### config.mk
export PLATFORM = sky130hd
export DESIGN_NAME = dp_mux4_rr_ctl_flat
export DESIGN_NICKNAME = d
export VERILOG_FILES = /design/src/rtl/dp_mux4_rr_ctl_pkg.sv /design/src/rtl/dp_mux4_rr_ctl_if.sv /design/src/rtl/dp_mux4_rr_ctl_pick.sv /design/src/rtl/dp_mux4_rr_ctl.sv /design/src/flat_wrapper.sv
export SDC_FILE = /design/constraint.sdc
export NUM_CORES = 1
export LEC_CHECK = 0
export ABC_AREA = 1
export CORE_MARGIN = 5
export CORE_UTILIZATION = 41
export CTS_CLUSTER_SIZE = 8
export DETAILED_ROUTE_END_ITERATION = 6
export PLACE_DENSITY = 0.7
export SYNTH_ARGS = -nofsm -noshare
export SYNTH_HDL_FRONTEND = slang
export SYNTH_SLANG_ARGS = --single-unit
### constraint.sdc
create_clock -name rclk -period 4.2 [get_ports rclk]
set_clock_uncertainty 0.05 [all_clocks]
set_input_delay 1.05 -clock rclk [delete_from_list [all_inputs] [get_ports rclk]]
set_output_delay 1.05 -clock rclk [all_outputs]
set_load 0.01 [all_outputs]
### src/rtl/dp_mux4_rr_ctl_pkg.sv
// Shared constants and helpers for the 4-way round-robin mux-select controller.
package dp_mux4_rr_ctl_pkg;

  localparam int NREQ = 4;

  localparam logic [0:0] IDLE = 1'b0;
  localparam logic [0:0] XFER = 1'b1;

  // Active-low one-cold select for a given mux input index.
  function automatic logic [NREQ-1:0] park_sel_l(input logic [1:0] idx);
    return ~(4'b0001 << idx);
  endfunction

  function automatic logic [1:0] idx_of(input logic [NREQ-1:0] oh);
    logic [1:0] idx;
    idx = 2'd0;
    for (int i = 0; i < NREQ; i++) begin
      if (oh[i]) idx = 2'(i);
    end
    return idx;
  endfunction

endpackage

### src/rtl/dp_mux4_rr_ctl_if.sv
// Requester/downstream bundle between the requesters and the mux-select controller.
interface dp_mux4_rr_ctl_if
  import dp_mux4_rr_ctl_pkg::*;
#(
  parameter int LEN_W = 4
);
  logic [NREQ-1:0]       req;
  logic [NREQ*LEN_W-1:0] req_len;
  logic                  dst_rdy;
  logic [NREQ-1:0]       gnt;
  logic [NREQ-1:0]       sel_l;
  logic                  out_vld;
  logic                  out_last;
  logic                  busy;

  modport master (
    output req, req_len, dst_rdy,
    input  gnt, sel_l, out_vld, out_last, busy
  );

  modport slave (
    input  req, req_len, dst_rdy,
    output gnt, sel_l, out_vld, out_last, busy
  );
endinterface

### src/rtl/dp_mux4_rr_ctl_pick.sv
// Rotating-priority picker: first asserted req scanning ptr, ptr+1, ... mod 4.
module dp_rr_pick4
  import dp_mux4_rr_ctl_pkg::*;
(
  input  logic [NREQ-1:0] req,
  input  logic [1:0]      ptr,
  output logic [NREQ-1:0] win,
  output logic            any
);
  logic [2*NREQ-1:0] dbl;
  logic [NREQ-1:0]   rot;
  logic [NREQ-1:0]   rot_win;
  logic [2*NREQ-1:0] back;

  // Rotate so ptr sits at bit 0, isolate the lowest set bit, rotate back.
  assign dbl     = {req, req};
  assign rot     = dbl[{1'b0, ptr} +: NREQ];
  assign rot_win = rot & (~rot + 4'd1);
  assign back    = {rot_win, rot_win} << ptr;
  assign win     = back[2*NREQ-1:NREQ];
  assign any     = |req;
endmodule

### src/rtl/dp_mux4_rr_ctl.sv
// Round-robin burst arbiter owning the one-cold selects of a 4:1 decoded-select mux.
module dp_mux4_rr_ctl
  import dp_mux4_rr_ctl_pkg::*;
#(
  parameter int LEN_W = 4,
  parameter int PARK  = 0
)
(
  input  logic             rclk,
  input  logic             arst_l,
  dp_mux4_rr_ctl_if.slave  bus
);
  localparam logic [1:0]      PARK_IDX   = 2'(PARK);
  localparam logic [1:0]      PTR_RST    = PARK_IDX + 2'd1;
  localparam logic [NREQ-1:0] PARK_SEL_L = park_sel_l(PARK_IDX);

  logic [0:0]      state_reg, state_next;
  logic [NREQ-1:0] gnt_reg, gnt_next;
  logic [NREQ-1:0] sel_l_reg, sel_l_next;
  logic [LEN_W-1:0] cnt_reg, cnt_next;
  logic            last_reg, last_next;
  logic [1:0]      ptr_reg, ptr_next;

  logic [1:0]      arb_ptr;
  logic [NREQ-1:0] win;
  logic            any;
  logic [LEN_W-1:0] win_len;
  logic            last_beat;
  logic            do_arb;

  // On the closing beat the pointer already points past the current owner.
  assign arb_ptr   = (state_reg == XFER) ? idx_of(gnt_reg) + 2'd1 : ptr_reg;
  assign last_beat = (state_reg == XFER) && bus.dst_rdy && (cnt_reg == '0);
  assign do_arb    = (state_reg == IDLE) || last_beat;
  assign win_len   = bus.req_len[idx_of(win)*LEN_W +: LEN_W];

  dp_rr_pick4 u_pick (
    .req (bus.req),
    .ptr (arb_ptr),
    .win (win),
    .any (any)
  );

  always_comb begin
    state_next = state_reg;
    gnt_next   = gnt_reg;
    sel_l_next = sel_l_reg;
    cnt_next   = cnt_reg;
    last_next  = last_reg;
    ptr_next   = ptr_reg;

    if (last_beat) ptr_next = arb_ptr;

    if (do_arb && any) begin
      state_next = XFER;
      gnt_next   = win;
      sel_l_next = ~win;
      cnt_next   = win_len;
      last_next  = (win_len == '0);
    end else if (last_beat) begin
      // sel_l deliberately keeps the last grantee so the mux never floats.
      state_next = IDLE;
      gnt_next   = '0;
      last_next  = 1'b0;
    end else if ((state_reg == XFER) && bus.dst_rdy) begin
      cnt_next  = cnt_reg - LEN_W'(1);
      last_next = (cnt_reg == LEN_W'(1));
    end
  end

  always_ff @(posedge rclk or negedge arst_l) begin
    if (!arst_l) begin
      state_reg <= IDLE;
      gnt_reg   <= '0;
      sel_l_reg <= PARK_SEL_L;
      cnt_reg   <= '0;
      last_reg  <= 1'b0;
      ptr_reg   <= PTR_RST;
    end else begin
      state_reg <= state_next;
      gnt_reg   <= gnt_next;
      sel_l_reg <= sel_l_next;
      cnt_reg   <= cnt_next;
      last_reg  <= last_next;
      ptr_reg   <= ptr_next;
    end
  end

  assign bus.gnt      = gnt_reg;
  assign bus.sel_l    = sel_l_reg;
  assign bus.busy     = (state_reg == XFER);
  assign bus.out_vld  = (state_reg == XFER);
  assign bus.out_last = last_reg;

  a_gnt_onehot0: assert property (@(posedge rclk) disable iff (!arst_l) $onehot0(gnt_reg));
  a_sel_onecold: assert property (@(posedge rclk) disable iff (!arst_l) $onehot(~sel_l_reg));
  a_gnt_busy:    assert property (@(posedge rclk) disable iff (!arst_l) ((gnt_reg != '0) == (state_reg == XFER)));
  a_sel_gnt:     assert property (@(posedge rclk) disable iff (!arst_l) ((state_reg == XFER) -> (sel_l_reg == ~gnt_reg)));
endmodule

### src/flat_wrapper.sv
// flat-port wrapper written by rule: the top's interface ports become plain ports
module dp_mux4_rr_ctl_flat import dp_mux4_rr_ctl_pkg::*;
#(
  parameter int LEN_W = 4,
  parameter int PARK  = 0
)
  (rclk, arst_l, bus_req, bus_req_len, bus_dst_rdy, bus_gnt, bus_sel_l, bus_out_vld, bus_out_last, bus_busy);
  dp_mux4_rr_ctl_if #(.LEN_W(LEN_W)) bus_i ();
  input  logic rclk;
  input  logic arst_l;
  input wire logic [$bits(bus_i.req)-1:0] bus_req;
  input wire logic [$bits(bus_i.req_len)-1:0] bus_req_len;
  input wire logic [$bits(bus_i.dst_rdy)-1:0] bus_dst_rdy;
  output wire logic [$bits(bus_i.gnt)-1:0] bus_gnt;
  output wire logic [$bits(bus_i.sel_l)-1:0] bus_sel_l;
  output wire logic [$bits(bus_i.out_vld)-1:0] bus_out_vld;
  output wire logic [$bits(bus_i.out_last)-1:0] bus_out_last;
  output wire logic [$bits(bus_i.busy)-1:0] bus_busy;
  assign bus_i.req = bus_req;
  assign bus_i.req_len = bus_req_len;
  assign bus_i.dst_rdy = bus_dst_rdy;
  assign bus_gnt = bus_i.gnt;
  assign bus_sel_l = bus_i.sel_l;
  assign bus_out_vld = bus_i.out_vld;
  assign bus_out_last = bus_i.out_last;
  assign bus_busy = bus_i.busy;
  dp_mux4_rr_ctl #(.LEN_W(LEN_W), .PARK(PARK)) u_core (.rclk(rclk), .arst_l(arst_l), .bus(bus_i));
endmodule
==> flow_metrics.tcl, run 1 <==
set metrics [dict create \
    rsz0062_at_grt "false" \
    r2r_start "u_core.bus.busy" \
    crit_path_end "u_core.bus.out_last" \
    cp.required_ps 4380 \
    grt_use_met1_pct 21.9 \
    drc 0 \
    cts_tree "yes" \
    fin_nets 255 \
    cts-root-buf "clkbuf_4" \
    synth_area_um2 1390 \
    grtUsageMet3_pct 2.30 \
    synth_edf_count 0 \
    gr-total-overflow 0 \
    syn_inst 193 \
    crit_chain "clkdlybuf4s50_1 > inv_1 > nand3_1 > nand3_1 > nand2_2 > nand2_2 > o21ai_2 > nand2_1 > nand2_4 > nand2_4 > inv_4 > nand3_2 > a21oi_4 > nand3_2 > a21oi_2" \
    synth_seq_cells 16 \
    end_kind "flip-flop" \
    min_period_ps 2970 \
    die_h_um 68.3 \
    yosys.area.top_type "dfrtp_1" \
    design.die.area_um2 4660 \
    io_pins 34 \
    grt_max_degree 17 \
    synth-xor-area-share_pct 1.26 \
    vias 1348 \
    slew_headroom_pct 49.6 \
    initial_core_util_pct 42.0 \
    synth-seq-area-share_pct 29.1 \
    wirelength_mm 3.35 \
    hp-class "reg -> reg" \
    antenna_cells 0 \
    r2r_setup_slack_ps 1480 \
    hold_ws_ps 461 \
    hold_buffers 0 \
    timing_hold_violations_final 0 \
    syn_avg_cell_area_um2 7.21 \
    htree_num_levels 1 \
    post_cts_buffers 0 \
    ir_drop_v 0.000436 \
    grt_use_total_pct 16.3 \
    synth_compound_area_share_pct 11.2 \
    cts_resized 0 \
    hpwl_mm 2.73 \
    max_freq_mhz 336 \
    reg2reg_to "u_core.bus.out_last" \
    drtAntennaViolNets 0 \
    seqPwrFrac_pct 16.6 \
    worstPathArrival_ps 3150 \
    post-place-ws_ps 923 \
    max_stage_delay_ps 500 \
    fillers 350 \
    startpoint "bus_req[0]" \
    crit_family "simple AND/OR/NAND/NOR gates" \
    ys_async_sr_fraction_pct 100 \
    cts_max_path_buffers 2 \
    synth_fp_nets 219 \
    synth-adder-area-share_pct 2.70 \
    worstMarginPinSlew_ps 753 \
    switchingPower_uw 908 \
    power_density_nw_per_um2 925 \
    area_growth_syn_to_layout_pct 28.8 \
    clk_pin_slew_worst_paths_ps 100 \
    outcome "complete, no violations" \
    core_area_um2 3310 \
    combPwrFrac_pct 77.1 \
    tns_ps 0 \
    place.gp.congestion 0.815 \
    stdcell_count 274 \
    cp_num_buf_inv 3 \
    core.rowCount 21 \
    setup_slack_ps 1230 \
    synthTopCellsByCount "nand2_1 (43), nand3_1 (33), inv_1 (27)" \
    portBuffers 33 \
    insertion_delay_ps 290 \
    synth_simple_gate_area_share_pct 45.2 \
    fp.dieW_um 68.3 \
    grt_pass1_wl_mm 5.93 \
    antenna_found_initial 0 \
    synth_mux_area_share_pct 0 \
    report.final.slew_viol_count 0 \
    viasPerCell 4.92 \
    drtIter0Drc 108 \
    swShare_pct 54.8 \
    p_int_uw 749 \
    fin_crit_sh_pct 70.8 \
    path_depth 15 \
    wl_per_cell_um 12.2 \
    synth_flop_cell "dfrtp_1" \
    grt_pass1_vias 1346 \
    crit_slowest_cell "clkdlybuf4s50_1" \
    dr.pass1.iters 4 \
    drive_gt1_share_pct 17.1 \
    reg2reg_depth 15 \
    clkSinkCount 16 \
    synth_top_family_by_area "simple AND/OR/NAND/NOR gates" \
    dp.cells 270 \
    startpoint_type "input port" \
    pwr-share-clk_pct 6.3 \
    ys.warnings.count 0 \
    grt-busiest-layer "met2" \
    synth_cell_types 31 \
    numCtsBuffers 3 \
    yosysMostFrequentCell "nand2_1" \
    grt_util_met2_pct 27.0 \
    synthTopCellsByArea "dfrtp_1 (22%), nand3_1 (12%), nand2_1 (12%), dfstp_2 (7.6%), inv_1 (7.3%)" \
    power.leakage_nw 0.865 \
    setup_viol 0 \
    synth_top_area_share_pct 21.6 \
    crit_fanout 10 \
    cap_violations 0 \
    critPathKind "in -> reg" \
]
[stage by stage]
stage	util [%]	cell area, µm²	total power [mW]
after floorplan	-	1390	1.29
after global placement	53.0	1760	1.55
after detailed placement	53.0	1760	1.55
after CTS	54.1	1790	1.66
after global routing	54.1	1790	1.83
final	54.1	1790	1.66
[worst min-delay path by stage]
stage                         from  slack (ps)             endpoint  depth (start not counted)
3_5_place_dp     u_core.bus.gnt[0]         430    u_core.bus.gnt[0]                          2
3_3_place_gp     u_core.ptr_reg[1]         430    u_core.ptr_reg[1]                          2
6_report         u_core.bus.gnt[0]         460    u_core.bus.gnt[0]                          2
5_1_grt        u_core.bus.sel_l[0]         490  u_core.bus.sel_l[0]                          1
4_1_cts          u_core.bus.gnt[0]         460    u_core.bus.gnt[0]                          2
2_1_floorplan    u_core.ptr_reg[1]         400    u_core.ptr_reg[1]                          2
[worst min-delay path, delay by kind of cell, from the launching register on]
family	cells	cell delay [ps]
simple gates	2	110
flops	1	370
[cells by family (layout without fill, tap and decap cells)]
logic type	after synthesis	after routing
flip-flops	16	16
adder cells (fa/ha/maj)	3	3
AND/OR/NAND/NOR	116	116
buffers and inverters	33	68
AO/OA/AOI/OAI	23	23
XOR/XNOR	2	2
[metal layers]
layer / wire length (µm) / part of all wire [%] / vias to the layer above
met4: 44 / 1.3 / 0
met5: 0 / 0 / -
met3: 160 / 4.8 / 4
met2: 1560 / 47 / 35
met1: 1580 / 47 / 609
li1: - / - / 700
[cell usage in the layout, fill, tap and decap left out, types with 3 or more instances in the layout]
cell,synthesis,final
a31oi_1,4,4
clkbuf_4,0,3
clkdlybuf4s50_1,0,33
dfrtp_1,12,12
dfstp_2,4,4
ha_1,3,3
inv_1,27,27
nand2_1,43,43
nand2_2,5,5
nand2_4,7,7
nand3_1,33,33
nand3_2,7,7
nand3b_1,5,5
nor2_1,10,10
o21ai_0,6,6
o21ai_1,3,3
o22ai_1,3,3
[final cells by class]
cell class / count / area, µm² / area share [%]
Multi-Input combinational cell: 144 / 840 / 46.9
Sequential cell: 16 / 405 / 22.6
Timing Repair Buffer: 34 / 338 / 18.9
Inverter: 30 / 115 / 6.42
Tap cell: 46 / 57.6 / 3.21
Clock buffer: 4 / 36.3 / 2.03
[power by group through the flow]
| stage | sequential [mW] | combinational (mW) | clock, mW |
|---|---|---|---|
| after floorplan | 0.287 | 1.01 | 0 |
| after CTS | 0.276 | 1.28 | 0.105 |
| after global routing | 0.283 | 1.44 | 0.114 |
| final | 0.275 | 1.28 | 0.104 |
| after global placement | 0.277 | 1.27 | 0 |
| after detailed placement | 0.278 | 1.28 | 0 |
Note: power is estimated with default switching activity, not from simulation.
==> run 2, diff against run 1 <==
==> constraint.sdc (replaced) <==
create_clock -name rclk -period 2.9 [get_ports rclk]
set_clock_uncertainty 0.05 [all_clocks]
set_input_delay 0.725 -clock rclk [delete_from_list [all_inputs] [get_ports rclk]]
set_output_delay 0.725 -clock rclk [all_outputs]
set_load 0.01 [all_outputs]
==> run 2 against run 1 <==
Flip-flop and latch count stayed put. Sequential share of layout area down 0.37 points. Via count grew 1.6%. First-iteration DRC count fell by 42%. Combinational power rose by 48%. Die area unchanged. Critical path type unchanged. Critical path depth increased by 2.
==> flow_metrics.tcl, run 2 (synthesis gave the netlist of run 1 again) <==
set metrics [dict create \
    outcome "complete, no violations" \
    area_growth_syn_to_layout_pct 30.9 \
    wirelength_mm 3.31 \
    grt_use_total_pct 16.1 \
    combPwrFrac_pct 77.5 \
    swShare_pct 54.5 \
    startpoint_type "input port" \
    report.final.slew_viol_count 0 \
    seqPwrFrac_pct 16.2 \
    cts_resized 0 \
    post_cts_buffers 0 \
    worstMarginPinSlew_ps 755 \
    post-place-ws_ps -11.7 \
    clk_pin_slew_worst_paths_ps 100 \
    min_period_ps 2620 \
    worstPathArrival_ps 2790 \
    io_pins 34 \
    gr-total-overflow 0 \
    startpoint "bus_req[0]" \
    portBuffers 33 \
    most-common-layout-cells "nand2_1 (43), nand3_1 (33), clkdlybuf4s50_1 (33)" \
    wl_per_cell_um 11.9 \
    hpwl_mm 2.72 \
    crit_path_end "u_core.cnt_reg[2]" \
    drtAntennaViolNets 0 \
    grt_max_degree 17 \
    fin_nets 259 \
    design.die.area_um2 4660 \
    antenna_cells 0 \
    setup_viol 0 \
    final_common_cell "nand2_1" \
    numCtsBuffers 3 \
    crit_fanout 10 \
    cts-root-buf "clkbuf_4" \
    drive_gt1_share_pct 18.5 \
    cap_violations 0 \
    clkSinkCount 16 \
    reg2reg_depth 16 \
    drc 0 \
    die_h_um 68.3 \
    core_area_um2 3310 \
    insertion_delay_ps 290 \
    power.leakage_nw 0.884 \
    p_int_mw 1.11 \
    antenna_found_initial 0 \
    grt_pass1_wl_mm 5.89 \
    vias 1369 \
    core.rowCount 21 \
    max_freq_mhz 382 \
    final_util_pct 55.0 \
    viasPerCell 4.92 \
    r2r_start "u_core.bus.busy" \
    initial_core_util_pct 42.0 \
    rsz0062_at_grt "false" \
    hold_buffers 0 \
    htree_num_levels 1 \
    end_kind "flip-flop" \
    slew_headroom_pct 49.5 \
    switchingPower_mw 1.32 \
    grt_pass1_vias 1348 \
    hp-class "reg -> reg" \
    fin_crit_sh_pct 90.3 \
    fp.dieW_um 68.3 \
    r2r_setup_slack_ps 350 \
    cts_max_path_buffers 2 \
    critPathKind "in -> reg" \
    power_density_nw_per_um2 1330 \
    cts_tree "yes" \
    dr.pass1.iters 4 \
    ir_drop_v 0.000838 \
    reg2reg_to "u_core.cnt_reg[3]" \
    pwr-share-clk_pct 6.3 \
    timing_hold_violations_final 0 \
    cp.required_ps 3070 \
    setup_slack_ps 282 \
    place.gp.congestion 0.822 \
    drtIter0Drc 63 \
]
-- run 2: power by group through the flow --
stage | registers [mW] | logic (mW) | clock network, mW
3_5_place_dp | 0.400 | 1.88 | 0
6_report | 0.393 | 1.89 | 0.153
4_1_cts | 0.396 | 1.89 | 0.156
5_1_grt | 0.408 | 2.13 | 0.165
3_3_place_gp | 0.397 | 1.87 | 0
2_1_floorplan | 0.416 | 1.46 | 0
-- run 2: stage by stage --
step	cell area [µm²]	instances	power (mW)	hold slack (ps)	TNS, ps
floorplan	1390	193	1.87	379	0
global placement	1790	274	2.26	419	-3.94
detailed placement	1790	274	2.28	428	-21.9
CTS	1820	278	2.45	451	0
global route	1820	278	2.70	471	0
finish	1820	278	2.43	446	0
-- run 2: critical path: stages --
cell and delay, ps:
clkdlybuf4s50_1 510, inv_1 90, nand3_1 90, nand3_1 120, nand2_2 160, nand2_2 90
o21ai_2 70, nand2_1 140, nand2_4 200, nand2_4 90, inv_4 80, nand3_2 70
nand2_1 100, nand2_1 60, o21ai_1 70, nand2_1 60, o21ai_1 90
-- run 2: how the worst min path moves through the flow --
stage	from	end	cells after the start
global placement	u_core.ptr_reg[1]	u_core.ptr_reg[1]	2
detailed placement	u_core.ptr_reg[1]	u_core.ptr_reg[1]	2
floorplan	arst_l	u_core.bus.busy	0
global route	u_core.ptr_reg[0]	u_core.ptr_reg[0]	2
CTS	u_core.ptr_reg[0]	u_core.ptr_reg[0]	2
finish	u_core.ptr_reg[1]	u_core.ptr_reg[1]	2
-- run 2: per-layer routing --
metal,share of wire (%),GRT usage (%),wire [µm]
met5,0,0,0
met4,1.7,5.71,57
met3,5.2,2.30,171
met2,47,25.9,1540
met1,47,21.8,1540
-- run 2: cell type report --
type	count	area, µm²
Clock buffer	4	36.3
Inverter	30	115
Multi-Input combinational cell	144	840
Timing Repair Buffer	38	368
Tap cell	46	57.6
Sequential cell	16	405
Fill cell	329	1490
==> run 3, diff against run 2 <==
--- a/config.mk
+++ b/config.mk
@@ -6,9 +6,9 @@
 export NUM_CORES = 1
 export LEC_CHECK = 0
 export ABC_AREA = 1
+export ABC_CLOCK_PERIOD_IN_PS = 3200
 export CORE_MARGIN = 5
 export CORE_UTILIZATION = 41
-export CTS_CLUSTER_SIZE = 8
 export DETAILED_ROUTE_END_ITERATION = 6
 export PLACE_DENSITY = 0.7
 export SYNTH_ARGS = -nofsm -noshare
==> constraint.sdc (replaced) <==
create_clock -name rclk -period 3.2 [get_ports rclk]
set_clock_uncertainty 0.05 [all_clocks]
set_input_delay 0.8 -clock rclk [delete_from_list [all_inputs] [get_ports rclk]]
set_output_delay 0.8 -clock rclk [all_outputs]
set_load 0.01 [all_outputs]
==> run 3 against run 2 <==
Design area is 0.82% lower. Power shrank 10%. Critical path depth fell by 2. Count of clock-buffer cells in the layout unchanged. Sequential share of layout area rose by 0.18 points. Global-route usage grew 0.39 points. Combinational power is 11% lower. Clock power shrank 9.8%. Register-to-register slack better by 290 ps. Critical path type unchanged.
==> flow_metrics.tcl, run 3 (synthesis gave the netlist of run 1 again) <==
set metrics [dict create \
    outcome "complete, no violations" \
    reg2reg_depth 18 \
    cts-root-buf "clkbuf_4" \
    crit_chain "clkdlybuf4s50_1 > inv_1 > nand3_1 > nand3_2 > nand2_2 > nand2_2 > o21ai_2 > nand2_1 > nand2_4 > nand2_4 > inv_4 > nand3_2 > a21oi_4 > nand3_2 > a21oi_2" \
    grt_max_degree 17 \
    antenna_cells 0 \
    place.gp.congestion 0.825 \
    dr.pass1.iters 4 \
    min_from "u_core.bus.gnt[0]" \
    switchingPower_mw 1.19 \
    swShare_pct 54.4 \
    fin_nets 257 \
    design.die.area_um2 4660 \
    min_period_ps 2710 \
    clk_pin_slew_worst_paths_ps 100 \
    cts_tree "yes" \
    grt_use_total_pct 16.5 \
    viasPerCell 4.76 \
    post_cts_buffers 0 \
    max_freq_mhz 369 \
    drtIter0Drc 68 \
    htree_num_levels 1 \
    die_h_um 68.3 \
    path_common_cell "nand3_2" \
    area_growth_syn_to_layout_pct 29.9 \
    fin_crit_sh_pct 84.7 \
    holdPathEnd "u_core.bus.gnt[0]" \
    startpoint_type "input port" \
    worstMarginPinSlew_ps 756 \
    fillers 356 \
    numCtsBuffers 3 \
    cap_violations 0 \
    wirelength_mm 3.25 \
    r2r_setup_slack_ps 640 \
    vias 1315 \
    drtAntennaViolNets 0 \
    crit_fanout 10 \
    antenna_found_initial 0 \
    reg2reg_to "u_core.bus.out_last" \
    worstPathArrival_ps 2890 \
    initial_core_util_pct 42.0 \
    max_stage_delay_ps 520 \
    dp.cells 272 \
    cts_max_path_buffers 2 \
    report.final.slew_viol_count 0 \
    slew_headroom_pct 49.5 \
    power_density_nw_per_um2 1210 \
    most-common-layout-cells "nand2_1 (43), nand3_1 (33), clkdlybuf4s50_1 (33)" \
    insertion_delay_ps 290 \
    drive_gt1_share_pct 17.8 \
    core.rowCount 21 \
    hpwl_mm 2.62 \
    wl_per_cell_um 11.8 \
    whs_path_depth 2 \
    rsz0062_at_grt "false" \
    core_area_um2 3310 \
    portBuffers 33 \
    pwr-share-clk_pct 6.3 \
    r2r_start "u_core.bus.busy" \
    p_int_uw 998 \
    tns_ps 0 \
    seqPwrFrac_pct 16.2 \
    fp.dieW_um 68.3 \
    end_kind "flip-flop" \
    critPathKind "in -> reg" \
    timing_hold_violations_final 0 \
    clkSinkCount 16 \
    grt_pass1_vias 1307 \
    io_pins 34 \
    gr-total-overflow 0 \
    stdcell_count 276 \
    ir_drop_v 0.000615 \
    hold_buffers 0 \
    final_common_cell "nand2_1" \
    cp.required_ps 3370 \
    crit_slowest_cell "clkdlybuf4s50_1" \
    drc 0 \
    grt_pass1_wl_mm 5.89 \
    cts_resized 0 \
    setup_viol 0 \
    combPwrFrac_pct 77.5 \
    power.leakage_nw 0.874 \
    hp-class "reg -> reg" \
]
## run 3: changes by cell type in the layout (fill, tap and decap cells not counted)
cell	delta
buf_4	-2
## run 3: worst max-delay path by stage
stage	to	slack [ps]	cells after the start	from
after floorplan	u_core.bus.out_last	880	15	u_core.bus.busy
after global placement	u_core.bus.out_last	240	15	bus_req[2]
after detailed placement	u_core.bus.out_last	180	15	bus_req[2]
after CTS	u_core.bus.out_last	480	15	bus_req[2]
after global routing	u_core.cnt_reg[2]	270	17	bus_req[2]
final	u_core.bus.out_last	490	15	bus_req[2]
## run 3: critical path: cells and delay by family
| family | cells | cell delay, ps |
|---|---|---|
| AO/OA/AOI/OAI | 3 | 330 |
| AND/OR/NAND/NOR | 9 | 1050 |
| buffers and inverters | 3 | 690 |
## run 3: area by class of cell
type	instances	area (µm²)	area share, %
clock buffer	4	36.3	2.01
inverter	30	115	6.37
multi-input combinational	144	840	46.5
sequential	16	405	22.4
tap	46	57.6	3.19
timing repair buffer	36	353	19.5
## run 3: metrics by stage
stage | hold slack (ps) | total power [mW] | instance area (µm²) | setup slack, ps | util (%)
final | 444 | 2.19 | 1810 | 488 | 54.6
after global routing | 482 | 2.44 | 1810 | 272 | 54.6
after CTS | 451 | 2.20 | 1810 | 480 | 54.6
after detailed placement | 429 | 2.06 | 1770 | 181 | 53.5
after global placement | 422 | 2.05 | 1770 | 240 | 53.5
after floorplan | 403 | 1.70 | 1390 | 878 | -
## run 3: per-layer routing
| metal | part of all wire, % | track usage (%) |
|---|---|---|
| met1 | 50 | 22.3 |
| met2 | 45 | 26.7 |
| met3 | 3.6 | 2.46 |
| met4 | 1.3 | 5.21 |
| met5 | 0 | 0 |
## run 3: power groups by stage
stage | Clock, mW | Sequential, mW | Combinational [mW]
floorplan | 0 | 0.377 | 1.32
CTS | 0.141 | 0.356 | 1.70
finish | 0.138 | 0.355 | 1.69
global route | 0.155 | 0.367 | 1.92
global placement | 0 | 0.361 | 1.69
detailed placement | 0 | 0.359 | 1.70
